$ cat config.mk
export PLATFORM = sky130hd
export DESIGN_NAME = reg_status_table_mp_flat
export DESIGN_NICKNAME = d
export VERILOG_FILES = /design/src/rtl/reg_status_table_mp_pkg.sv /design/src/rtl/reg_status_table_mp_if.sv /design/src/rtl/reg_status_table_mp_entry.sv /design/src/rtl/reg_status_table_mp.sv /design/src/flat_wrapper.sv
export SDC_FILE = /design/constraint.sdc
export NUM_CORES = 1
export LEC_CHECK = 0
export CAP_MARGIN = 10
export CORE_ASPECT_RATIO = 0.9
export CORE_MARGIN = 8
export CORE_UTILIZATION = 56
export CTS_CLUSTER_SIZE = 20
export DETAILED_ROUTE_END_ITERATION = 16
export HOLD_SLACK_MARGIN = 0.12
export PLACE_DENSITY = 0.83
export SYNTH_ARGS = -nofsm -noshare
export SYNTH_HDL_FRONTEND = slang
export SYNTH_HIERARCHICAL = 1
export SYNTH_SLANG_ARGS = --single-unit
export TNS_END_PERCENT = 30
$ cat constraint.sdc
create_clock -name clk -period 5.15 [get_ports clk]
set_input_delay 0.515 -clock clk [delete_from_list [all_inputs] [get_ports clk]]
set_output_delay 0.515 -clock clk [all_outputs]
set_load 0.01 [all_outputs]
$ cat src/rtl/reg_status_table_mp_pkg.sv
// Shared types and helpers for the multi-port register status table.
// Optional build macro: RST_CHECKPOINT_EN (adds the checkpoint shadow).
package rst_pkg;

    // Default geometry; the top-level parameters default to these.
    // The entry struct below is sized by RST_TAG_W.
    localparam int RST_NUM_REGS = 32;
    localparam int RST_TAG_W    = 6;
    localparam int RST_CNT_W    = $clog2(RST_NUM_REGS) + 1;

    // One status entry. The tag is meaningful only while busy is set.
    typedef struct packed {
        logic                 busy;
        logic [RST_TAG_W-1:0] tag;
    } rst_entry_t;

    function automatic logic [RST_CNT_W-1:0] popcount(
        input logic [RST_NUM_REGS-1:0] v
    );
        logic [RST_CNT_W-1:0] n;
        n = '0;
        for (int i = 0; i < RST_NUM_REGS; i++) begin
            n = n + RST_CNT_W'(v[i]);
        end
        return n;
    endfunction

endpackage

$ cat src/rtl/reg_status_table_mp_if.sv
// Bundle of dispatch, CDB, read and RF-strobe signals of the status table.
// master: dispatcher/CDB side driving requests; slave: the table itself.
// Optional build macro: RST_CHECKPOINT_EN adds ckpt_save / ckpt_restore.
interface reg_status_table_mp_if
    import rst_pkg::*;
#(
    parameter int NUM_REGS = RST_NUM_REGS,
    parameter int TAG_W    = RST_TAG_W,
    parameter int NUM_RD   = 4,
    parameter int NUM_DISP = 2,
    parameter int NUM_CDB  = 2
);
    localparam int AW    = $clog2(NUM_REGS);
    localparam int SEL_W = (NUM_CDB > 1) ? $clog2(NUM_CDB) : 1;

    logic [NUM_DISP-1:0]          disp_we;
    logic [NUM_DISP*AW-1:0]       disp_addr;
    logic [NUM_DISP*TAG_W-1:0]    disp_tag;
    logic [NUM_CDB-1:0]           cdb_valid;
    logic [NUM_CDB*TAG_W-1:0]     cdb_tag;
    logic [NUM_RD*AW-1:0]         rd_addr;
    logic [NUM_RD-1:0]            rd_busy;
    logic [NUM_RD*TAG_W-1:0]      rd_tag;
    logic [NUM_REGS-1:0]          rf_write_en;
    logic [NUM_REGS*SEL_W-1:0]    rf_write_sel;
    logic [AW:0]                  busy_count;
`ifdef RST_CHECKPOINT_EN
    logic                         ckpt_save;
    logic                         ckpt_restore;

    modport master (
        output disp_we, disp_addr, disp_tag,
        output cdb_valid, cdb_tag, rd_addr,
        output ckpt_save, ckpt_restore,
        input  rd_busy, rd_tag,
        input  rf_write_en, rf_write_sel, busy_count
    );

    modport slave (
        input  disp_we, disp_addr, disp_tag,
        input  cdb_valid, cdb_tag, rd_addr,
        input  ckpt_save, ckpt_restore,
        output rd_busy, rd_tag,
        output rf_write_en, rf_write_sel, busy_count
    );
`else
    modport master (
        output disp_we, disp_addr, disp_tag,
        output cdb_valid, cdb_tag, rd_addr,
        input  rd_busy, rd_tag,
        input  rf_write_en, rf_write_sel, busy_count
    );

    modport slave (
        input  disp_we, disp_addr, disp_tag,
        input  cdb_valid, cdb_tag, rd_addr,
        output rd_busy, rd_tag,
        output rf_write_en, rf_write_sel, busy_count
    );
`endif

endinterface

$ cat src/rtl/reg_status_table_mp_entry.sv
// Next-state logic of one status entry: CDB match, dispatch priority, R0 drop.
// Ports: cur/nxt entry, dispatch + CDB buses, wr_en/wr_sel RF strobe;
// with RST_CHECKPOINT_EN also sh_cur -> sh_clr (shadow with CDB clears).
module rst_entry
    import rst_pkg::*;
#(
    parameter int IDX          = 0,
    parameter int AW           = 5,
    parameter int TAG_W        = RST_TAG_W,
    parameter int NUM_DISP     = 2,
    parameter int NUM_CDB      = 2,
    parameter int SEL_W        = 1,
    parameter int R0_HARDWIRED = 1
) (
`ifdef RST_CHECKPOINT_EN
    input  rst_entry_t                sh_cur,
    output rst_entry_t                sh_clr,
`endif
    input  rst_entry_t                cur,
    input  logic [NUM_DISP-1:0]       disp_we,
    input  logic [NUM_DISP*AW-1:0]    disp_addr,
    input  logic [NUM_DISP*TAG_W-1:0] disp_tag,
    input  logic [NUM_CDB-1:0]        cdb_valid,
    input  logic [NUM_CDB*TAG_W-1:0]  cdb_tag,
    output rst_entry_t                nxt,
    output logic                      wr_en,
    output logic [SEL_W-1:0]          wr_sel
);
    localparam logic [AW-1:0] MY_ADDR = AW'(IDX);
    localparam bit IS_R0 = (R0_HARDWIRED != 0) && (IDX == 0);

    logic             hit;
    logic [SEL_W-1:0] sel;

    // Descending scan so the lowest matching CDB index is the one kept.
    always_comb begin
        hit = 1'b0;
        sel = '0;
        for (int k = NUM_CDB - 1; k >= 0; k--) begin
            if (cdb_valid[k] && cur.tag == cdb_tag[k*TAG_W +: TAG_W]) begin
                hit = 1'b1;
                sel = SEL_W'(k);
            end
        end
    end

    always_comb begin
        wr_en  = cur.busy && hit;
        wr_sel = wr_en ? sel : '0;
        nxt    = cur;
        if (wr_en) begin
            nxt.busy = 1'b0;
        end
        // Later ports overwrite earlier ones: highest index wins, and any
        // dispatch beats the CDB clear while wr_en still pulses.
        for (int p = 0; p < NUM_DISP; p++) begin
            if (disp_we[p] && disp_addr[p*AW +: AW] == MY_ADDR) begin
                nxt.busy = 1'b1;
                nxt.tag  = disp_tag[p*TAG_W +: TAG_W];
            end
        end
        if (IS_R0) begin
            nxt    = '0;
            wr_en  = 1'b0;
            wr_sel = '0;
        end
    end

`ifdef RST_CHECKPOINT_EN
    logic sh_hit;

    always_comb begin
        sh_hit = 1'b0;
        for (int k = 0; k < NUM_CDB; k++) begin
            if (cdb_valid[k] && sh_cur.tag == cdb_tag[k*TAG_W +: TAG_W]) begin
                sh_hit = 1'b1;
            end
        end
        sh_clr = sh_cur;
        if (sh_cur.busy && sh_hit) begin
            sh_clr.busy = 1'b0;
        end
        if (IS_R0) begin
            sh_clr = '0;
        end
    end
`endif

endmodule

$ cat src/rtl/reg_status_table_mp.sv
// Multi-port register status table: busy/tag per register, CDB forwarding.
// Ports: clk, reset (async active-low), bus (reg_status_table_mp_if.slave).
// Optional build macro: RST_CHECKPOINT_EN adds one checkpoint shadow copy.
module reg_status_table_mp
    import rst_pkg::*;
#(
    parameter int NUM_REGS     = RST_NUM_REGS,
    parameter int TAG_W        = RST_TAG_W,
    parameter int NUM_RD       = 4,
    parameter int NUM_DISP     = 2,
    parameter int NUM_CDB      = 2,
    parameter int R0_HARDWIRED = 1
) (
    input  logic                 clk,
    input  logic                 reset,
    reg_status_table_mp_if.slave bus
);
    localparam int AW    = $clog2(NUM_REGS);
    localparam int SEL_W = (NUM_CDB > 1) ? $clog2(NUM_CDB) : 1;

    rst_entry_t st_q    [NUM_REGS];
    rst_entry_t st_d    [NUM_REGS];
    rst_entry_t ent_nxt [NUM_REGS];

    logic [NUM_REGS-1:0]       wen;
    logic [NUM_REGS*SEL_W-1:0] wsel;
    logic [NUM_REGS-1:0]       busy_d;
    logic [AW:0]               cnt_q;

`ifdef RST_CHECKPOINT_EN
    rst_entry_t sh_q   [NUM_REGS];
    rst_entry_t sh_d   [NUM_REGS];
    rst_entry_t sh_clr [NUM_REGS];
`endif

    for (genvar i = 0; i < NUM_REGS; i++) begin : g_ent
        rst_entry #(
            .IDX          (i),
            .AW           (AW),
            .TAG_W        (TAG_W),
            .NUM_DISP     (NUM_DISP),
            .NUM_CDB      (NUM_CDB),
            .SEL_W        (SEL_W),
            .R0_HARDWIRED (R0_HARDWIRED)
        ) u_ent (
`ifdef RST_CHECKPOINT_EN
            .sh_cur    (sh_q[i]),
            .sh_clr    (sh_clr[i]),
`endif
            .cur       (st_q[i]),
            .disp_we   (bus.disp_we),
            .disp_addr (bus.disp_addr),
            .disp_tag  (bus.disp_tag),
            .cdb_valid (bus.cdb_valid),
            .cdb_tag   (bus.cdb_tag),
            .nxt       (ent_nxt[i]),
            .wr_en     (wen[i]),
            .wr_sel    (wsel[i*SEL_W +: SEL_W])
        );
    end

`ifdef RST_CHECKPOINT_EN
    // Restore discards this cycle's dispatches and leaves the shadow as is.
    // Otherwise the shadow either snapshots the next state or keeps
    // retiring CDB results so it is current when restored.
    always_comb begin
        for (int i = 0; i < NUM_REGS; i++) begin
            st_d[i] = ent_nxt[i];
            sh_d[i] = sh_clr[i];
            if (bus.ckpt_restore) begin
                st_d[i] = sh_clr[i];
                sh_d[i] = sh_q[i];
            end else if (bus.ckpt_save) begin
                sh_d[i] = ent_nxt[i];
            end
        end
    end
`else
    always_comb begin
        for (int i = 0; i < NUM_REGS; i++) begin
            st_d[i] = ent_nxt[i];
        end
    end
`endif

    always_comb begin
        busy_d = '0;
        for (int i = 0; i < NUM_REGS; i++) begin
            busy_d[i] = st_d[i].busy;
        end
    end

    always_ff @(posedge clk or negedge reset) begin
        if (!reset) begin
            for (int i = 0; i < NUM_REGS; i++) begin
                st_q[i] <= '0;
`ifdef RST_CHECKPOINT_EN
                sh_q[i] <= '0;
`endif
            end
            cnt_q <= '0;
        end else begin
            for (int i = 0; i < NUM_REGS; i++) begin
                st_q[i] <= st_d[i];
`ifdef RST_CHECKPOINT_EN
                sh_q[i] <= sh_d[i];
`endif
            end
            cnt_q <= popcount(busy_d);
        end
    end

    // Reads see stored state only; an entry retiring on a CDB this cycle
    // is forwarded as ready.
    logic [NUM_RD-1:0]       rd_busy;
    logic [NUM_RD*TAG_W-1:0] rd_tag;
    logic [AW-1:0]           ra;

    always_comb begin
        rd_busy = '0;
        rd_tag  = '0;
        ra      = '0;
        for (int r = 0; r < NUM_RD; r++) begin
            ra = bus.rd_addr[r*AW +: AW];
            if (st_q[ra].busy && !wen[ra]) begin
                rd_busy[r]                = 1'b1;
                rd_tag[r*TAG_W +: TAG_W]  = st_q[ra].tag;
            end
        end
    end

    assign bus.rd_busy      = rd_busy;
    assign bus.rd_tag       = rd_tag;
    assign bus.rf_write_en  = wen;
    assign bus.rf_write_sel = wsel;
    assign bus.busy_count   = cnt_q;

endmodule
$ cat src/flat_wrapper.sv
// flat-port wrapper written by rule: the top's interface ports become plain ports
module reg_status_table_mp_flat import rst_pkg::*;
#(
    parameter int NUM_REGS     = RST_NUM_REGS,
    parameter int TAG_W        = RST_TAG_W,
    parameter int NUM_RD       = 4,
    parameter int NUM_DISP     = 2,
    parameter int NUM_CDB      = 2,
    parameter int R0_HARDWIRED = 1
)
  (clk, reset, bus_disp_we, bus_disp_addr, bus_disp_tag, bus_cdb_valid, bus_cdb_tag, bus_rd_addr, bus_rd_busy, bus_rd_tag, bus_rf_write_en, bus_rf_write_sel, bus_busy_count);
  reg_status_table_mp_if #(.NUM_REGS(NUM_REGS), .TAG_W(TAG_W), .NUM_RD(NUM_RD), .NUM_DISP(NUM_DISP), .NUM_CDB(NUM_CDB)) bus_i ();
  input  logic clk;
  input  logic reset;
  input wire logic [$bits(bus_i.disp_we)-1:0] bus_disp_we;
  input wire logic [$bits(bus_i.disp_addr)-1:0] bus_disp_addr;
  input wire logic [$bits(bus_i.disp_tag)-1:0] bus_disp_tag;
  input wire logic [$bits(bus_i.cdb_valid)-1:0] bus_cdb_valid;
  input wire logic [$bits(bus_i.cdb_tag)-1:0] bus_cdb_tag;
  input wire logic [$bits(bus_i.rd_addr)-1:0] bus_rd_addr;
  output wire logic [$bits(bus_i.rd_busy)-1:0] bus_rd_busy;
  output wire logic [$bits(bus_i.rd_tag)-1:0] bus_rd_tag;
  output wire logic [$bits(bus_i.rf_write_en)-1:0] bus_rf_write_en;
  output wire logic [$bits(bus_i.rf_write_sel)-1:0] bus_rf_write_sel;
  output wire logic [$bits(bus_i.busy_count)-1:0] bus_busy_count;
  assign bus_i.disp_we = bus_disp_we;
  assign bus_i.disp_addr = bus_disp_addr;
  assign bus_i.disp_tag = bus_disp_tag;
  assign bus_i.cdb_valid = bus_cdb_valid;
  assign bus_i.cdb_tag = bus_cdb_tag;
  assign bus_i.rd_addr = bus_rd_addr;
  assign bus_rd_busy = bus_i.rd_busy;
  assign bus_rd_tag = bus_i.rd_tag;
  assign bus_rf_write_en = bus_i.rf_write_en;
  assign bus_rf_write_sel = bus_i.rf_write_sel;
  assign bus_busy_count = bus_i.busy_count;
  reg_status_table_mp #(.NUM_REGS(NUM_REGS), .TAG_W(TAG_W), .NUM_RD(NUM_RD), .NUM_DISP(NUM_DISP), .NUM_CDB(NUM_CDB), .R0_HARDWIRED(R0_HARDWIRED)) u_core (.clk(clk), .reset(reset), .bus(bus_i));
endmodule
==> out/qor.txt, run 1 <==
Status: finished with violations
Failing checks: setup timing
Layout cells sized above 1: 30.5%
Async set-reset flop share out of synthesis: 100%
Power consumption: 0.0211 W
Synth cell types: 70
Fin nets: 2935
Clock Sink Count: 230
H-Tree Depth: 1
First-pass GRT wire length: 174 mm
HPWL after DPL: 91.2 mm
Critical path class: flip-flop to flip-flop
Final min period: 5.77 ns
CP arrival: 6.26 ns
Max-slew violations: 0
Hold slack: 0.503 ns
Drt initial violations: 3703
Yosys top cell by area: dfrtp_1
Sequential-to-total area share from yosys stat: 23.3%
Die X: 237 um
Final worst slack: -0.616 ns
#FFs+latches synth: 230
Placed inst area: 29800 um^2
Crit-path most repeated cell: fa_2
Worst IR Drop VDD: 2870 uV
FF-to-FF End: u_core/bus.busy_count[4]
Layout area overhead: 26.4%
Row count: 73
Worst rel slew slack: 21.8%
Flop-to-flop setup slack: -0.62 ns
TNS Setup: -2.44 ns
Top cells by area, synth: dfrtp_1 23%, mux4_2 17%, mux2i_1 12%
Pin count of the biggest net entering global routing: 99
Maximum fanout along the worst path: 3
Top cell type's share of synthesized area: 23.3%
Crit path largest cell delay: 0.53 ns
Die ar.: 51000 um^2
DR WL/cell: 36.0 um
CP Launch Type: flip-flop
TritonCTS Buffers: 29
Detailed-route DRC error count: 0
Crit path buf inv count: 4
Post-Syn Area: 24700 um^2
Max Cap Viol: 0
RSZ-0062 raised after global routing: yes
Number of antenna-violating nets in the routed design: 0
Pre-CTS setup slack: -1.21 ns
Port Buf Inserts: 155
Required @ worst endpoint: 5.64 ns
Drt via density: 7.34
Pleak: 13.3 nW
Root Buffer: clkbuf_16
RD Place Congestion: 1.12
GR Overflow Total: 0
R2r startpoint: u_core/st_q[36]
Worst path cell trace: xnor2_1, nand4_1, or4_4, a311o_1, inv_1, fa_2, fa_1, fa_2, fa_1, fa_2, inv_2, ha_4, inv_2, fa_2, inv_1, a21o_1, a21oi_2, xnor2_1
Endpoint class of the critical path: flip-flop
DRT Wirelength: 124 mm
Slew @ Worst Pin: 1.17 ns
PwrDens: 676 nW/um^2
Most common cell in the netlist: mux2i_1
Delay-heaviest family, CP: adder cells
CTS tree: done
Routed via count: 25200
Final clock period utilization by the worst path: 112%
Synth Flop Type: dfrtp_1
Initial antenna violation count: 3
Synth top cells by count: 289 x mux2i_1, 230 x dfrtp_1, 189 x xnor2_1, 186 x mux4_2, 186 x xor2_1
EDFF count, synth: 0
Count of final hold-check violations: 0
Number of global-route vias before repair: 24100
Core ar.: 43800 um^2
Fin area: 31200 um^2
Clock Skews: 0.0166 ns
Drt pass-1 iters: 6
Io pins: 158
F_max: 173 MHz
HP Class: input port to asynchronous set/reset pin
Syn_area_per_cell: 10.6 um^2
DIE HEIGHT: 215 um
Clock Path Buffers: 3
GRT Util Overall: 46.7%
CP max stage cell: fa_1
Clk slew on worst S/H paths: 0.07 ns
Starting Density: 56.3%
Post-Synthesis Cells: 2328
Setup-failing EPs final: 5
Yosys warns: 6
Later-pin clock latency in the skew report: 0.62 ns
Worst r2r path cells: 18
power breakdown:
| part | internal, W | leakage [nW] | switching (W) |
|---|---|---|---|
| logic | 0.00755 | 10.0 | 0.00770 |
| clock network | 0.00137 | 0.512 | 0.000938 |
| registers | 0.00251 | 2.74 | 0.00101 |
flip-flops by register name, indices dropped and copies added, names as in the netlist:
name                   count
u_core/st_q              224
u_core/bus.busy_count      6
cells in the final DEF (no fill, tap or decap), types with 25 or more instances in the layout:
| master | count |
|---|---|
| or4_4 | 38 |
| clkdlybuf4s50_1 | 133 |
| buf_4 | 432 |
| o221ai_1 | 48 |
| a21oi_1 | 152 |
| nor3b_2 | 28 |
| nand2b_1 | 28 |
| nand2_1 | 112 |
| xnor2_1 | 180 |
| dfrtp_1 | 222 |
| o21ai_1 | 72 |
| inv_1 | 74 |
| nor2_1 | 119 |
| clkbuf_16 | 32 |
| o22ai_1 | 25 |
| mux4_2 | 186 |
| buf_12 | 28 |
| xor2_1 | 186 |
| mux2i_1 | 289 |
| nand4_1 | 75 |
routing by layer:
metal  GRT usage (%)  vias to the layer above  wire (um)
met4            28.7                        2       9720
met2            64.8                     2406      49700
met5          0.0977                        -         11
li1                -                     9913          -
met3            22.0                      578      21100
met1            58.3                    12300      43200
how the worst max path moves through the flow:
stage,slack [ns],start,depth (start not counted),endpoint
global route,-0.69,u_core/st_q[45],19,u_core/bus.busy_count[4]
detailed placement,-1.21,bus_cdb_valid[0],20,u_core/bus.busy_count[4]
floorplan,-0.32,bus_cdb_tag[11],18,u_core/bus.busy_count[4]
CTS,-0.57,u_core/st_q[42],19,u_core/bus.busy_count[4]
finish,-0.62,u_core/st_q[36],18,u_core/bus.busy_count[4]
global placement,-1.22,bus_cdb_valid[0],20,u_core/bus.busy_count[4]
through the flow:
step                      cells  util, %
after floorplan            2336        -
after global placement     3364     68.1
after detailed placement   3364     68.1
after CTS                  3420     70.5
after global routing       3430     71.1
final                      3436     71.1
area by class of cell:
cell class / count / area, um^2
antenna: 7 / 17.5
clock inverter: 10 / 179
multi-input combinational: 1880 / 18000
timing repair buffer: 618 / 5350
tap: 562 / 703
inverter: 85 / 319
fill: 3187 / 12700
sequential: 230 / 5770
clock buffer: 44 / 872
cells by family (layout without fill, tap and decap cells):
kind of cell,count (synthesis),after routing,share of synthesized area [%]
AO/OA/AOI/OAI,391,391,9.97
XOR/XNOR,375,375,13.3
adder cells (fa/ha/maj),31,31,2.30
buffers and inverters,226,757,4.47
flip-flops,230,230,23.3
multiplexers,491,491,30.3
other,1,16,0.0152
AND/OR/NAND/NOR,583,583,16.3
worst reg2reg max path, stage by stage (launching register included):
cell and delay [ns]:
dfrtp_1 0.46, xnor2_1 0.31, nand4_1 0.30, or4_4 0.51, a311o_1 0.52, inv_1 0.17
fa_2 0.44, fa_1 0.53, fa_2 0.45, fa_1 0.52, fa_2 0.44, inv_2 0.08
ha_4 0.13, inv_2 0.04, fa_2 0.37, inv_1 0.07, a21o_1 0.12, a21oi_2 0.06
xnor2_1 0.12
timing repair:
item                                    CTS  global route
setup buffers                             1             6
gates resized for setup                   3            37
hold buffers                              1             0
cloned                                    0             2
endpoints found under the setup margin    5            27
hold endpoints to repair                 72             0
pin swaps                                 3            18
Power figures use the tool's default switching activity.
==> run 2, diff against run 1 <==
- CORE_MARGIN: 8 -> 1.5
- MAX_ROUTING_LAYER: unset -> met4
==> run 2 against run 1 <==
The flow still finishes with violations (setup timing). Critical path type unchanged. Die area down 11%. Highest routed layer is now met4. Setup slack better by 0.065 ns. Sequential cell count unchanged. Routed wire length down 2.8%.
==> out/qor.txt, run 2 (synthesis results as in run 1) <==
Later-pin clock latency in the skew report: 0.62 ns (about the same)
First-pass GRT wire length: 172 mm (-1.3%)
Commonest cells after routing, fill and taps aside: 410 x buf_4, 289 x mux2i_1, 222 x dfrtp_1
HPWL after DPL: 86.9 mm (-4.7%)
Critical path class: flip-flop to flip-flop
Die X: 224 um (-5.5%)
Count of final hold-check violations: 0 (unchanged)
Most common cell after layout, fill and taps aside: buf_4
Worst rel slew slack: 14.8% (-7.0 points)
Final clock period utilization by the worst path: 111% (-1.3 points)
Max Cap Viol: 0 (unchanged)
Reg with most FFs: u_core/st_q
Failing checks: setup timing
Required @ worst endpoint: 5.66 ns (+0.02 ns)
Port Buf Inserts: 155 (unchanged)
Detailed-route DRC error count: 0 (unchanged)
Clk slew on worst S/H paths: 0.07 ns (about the same)
Row count: 72 (-1.4%)
Clock Skews: 0.0281 ns (+0.0114 ns)
Status: finished with violations
DR WL/cell: 35.3 um (-1.9%)
Max reg flops: 224 (unchanged)
Final min period: 5.70 ns (-0.0653 ns)
Initial antenna violation count: 6 (+3)
Met1 Usage GRT: 68.7% (+10 points)
Core ar.: 43200 um^2 (-1.4%)
GR Overflow Total: 0 (unchanged)
Fin nets: 2914 (-0.72%)
H-Tree Depth: 1 (unchanged)
CTS tree: done
Hold slack: 0.528 ns (+0.0253 ns)
CP Launch Type: flip-flop
Setup-failing EPs final: 5 (unchanged)
Number of global-route vias before repair: 24500 (+1.6%)
Clock Sink Count: 230 (unchanged)
F_max: 175 MHz (+1.1%)
Pre-CTS setup slack: -1.32 ns (-0.109 ns)
Final worst slack: -0.550 ns (+0.0653 ns)
Starting Density: 57.1% (+0.78 points)
Drt via density: 7.43 (+1.2%)
DIE HEIGHT: 202 um (-6.0%)
Placed inst area: 29700 um^2 (-0.34%)
Pleak: 13.1 nW (-1.2%)
Endpoint class of the critical path: flip-flop
Power consumption: 0.0211 W (+0.26%)
Io pins: 158 (unchanged)
Worst IR Drop VDD: 2450 uV (-15%)
Number of antenna-violating nets in the routed design: 0 (unchanged)
DRT Wirelength: 120 mm (-2.8%)
TritonCTS Buffers: 29 (unchanged)
Max-slew violations: 0 (unchanged)
R2r startpoint: u_core/st_q[42]
Routed via count: 25300 (+0.38%)
Drt initial violations: 4359 (+18%)
M2 GR Usage: 73.6% (+8.8 points)
Drt pass-1 iters: 8 (+2)
Layout area overhead: 25.3%
Die ar.: 45300 um^2 (-11%)
Setup crit start: u_core/st_q[42]
FILL cells: 3064 (-3.9%)
GRT Util Overall: 54.4% (+7.6 points)
PwrDens: 684 nW/um^2 (+1.1%)
Pin count of the biggest net entering global routing: 104 (+5.1%)
Clock Path Buffers: 3 (unchanged)
Fin area: 30900 um^2 (-0.86%)
Root Buffer: clkbuf_16
GRT busiest layer: met2
RSZ-0062 raised after global routing: yes
Maximum fanout along the worst path: 3 (unchanged)
Area of the multi-input gates: 17900 um^2 (-0.17%)
Layout cells sized above 1: 29.7% (-0.78 points)
Slew @ Worst Pin: 1.27 ns (+0.101 ns)
Seq. cell area: 5770 um^2 (unchanged)
M3 GR Usage: 21.1% (-0.91 points)
HP Class: input port to asynchronous set/reset pin
RD Place Congestion: 1.09 (-2.3%)
CP arrival: 6.21 ns (-0.05 ns)
-- run 2: worst paths after layout --
kind,endpoint,slack [ns],depth (start not counted)
min in group clk,u_core/st_q[167],0.58,1
max in group asynchronous,u_core/st_q[84],3.44,3
max,u_core/bus.busy_count[4],-0.55,19
max reg2reg,u_core/bus.busy_count[4],-0.55,19
min,u_core/st_q[159],0.53,2
min reg2reg,u_core/st_q[167],0.58,1
-- run 2: power breakdown --
group	total, W	internal [W]	switching [W]
logic	0.0153	0.00771	0.00762
registers	0.00358	0.00251	0.00106
clock network	0.00222	0.00125	0.000977
total	0.0211	0.0115	0.00967
-- run 2: layer usage --
| layer | routed length, um | vias up |
|---|---|---|
| met5 | 0 | - |
| li1 | - | 9859 |
| met4 | 9330 | 0 |
| met2 | 48600 | 2445 |
| met3 | 20100 | 624 |
| met1 | 42300 | 12400 |
-- run 2: what timing repair did --
item                                    in CTS  in global routing
endpoints found under the setup margin       6                  7
hold buffers                                 1                  0
setup buffers                                4                  0
pin swaps                                    8                  6
endpoints found under the hold margin       98                  0
resized for setup                           11                 19
-- run 2: worst max-delay path: stages (launching register included) --
cell     delay, ns
dfrtp_1       0.44
xnor2_1       0.21
nand4_1       0.12
or4_4         0.45
a311o_1       0.36
inv_2         0.11
fa_1          0.44
fa_1          0.45
fa_1          0.58
fa_1          0.45
fa_1          0.51
fa_1          0.43
inv_1         0.10
ha_4          0.14
inv_2         0.04
fa_2          0.37
inv_1         0.06
a21o_1        0.12
a21oi_2       0.06
xnor2_1       0.13
-- run 2: final cells by class --
| cell class | count | area share [%] |
|---|---|---|
| Antenna cell | 7 | 0.0567 |
| Clock buffer | 38 | 2.68 |
| Clock inverter | 15 | 0.542 |
| Inverter | 85 | 1.03 |
| Multi-Input combinational cell | 1880 | 58.0 |
| Sequential cell | 230 | 18.7 |
| Tap cell | 555 | 2.25 |
| Timing Repair Buffer | 597 | 16.7 |
-- run 2: through the flow --
stage / TNS, ns / util, % / instances
after CTS: -2.22 / 71.2 / 3400
after global placement: -6.43 / 68.8 / 3342
after detailed placement: -6.87 / 68.8 / 3342
after global routing: -2.99 / 71.5 / 3407
after floorplan: -0.856 / - / 2336
final: -2.32 / 71.5 / 3407
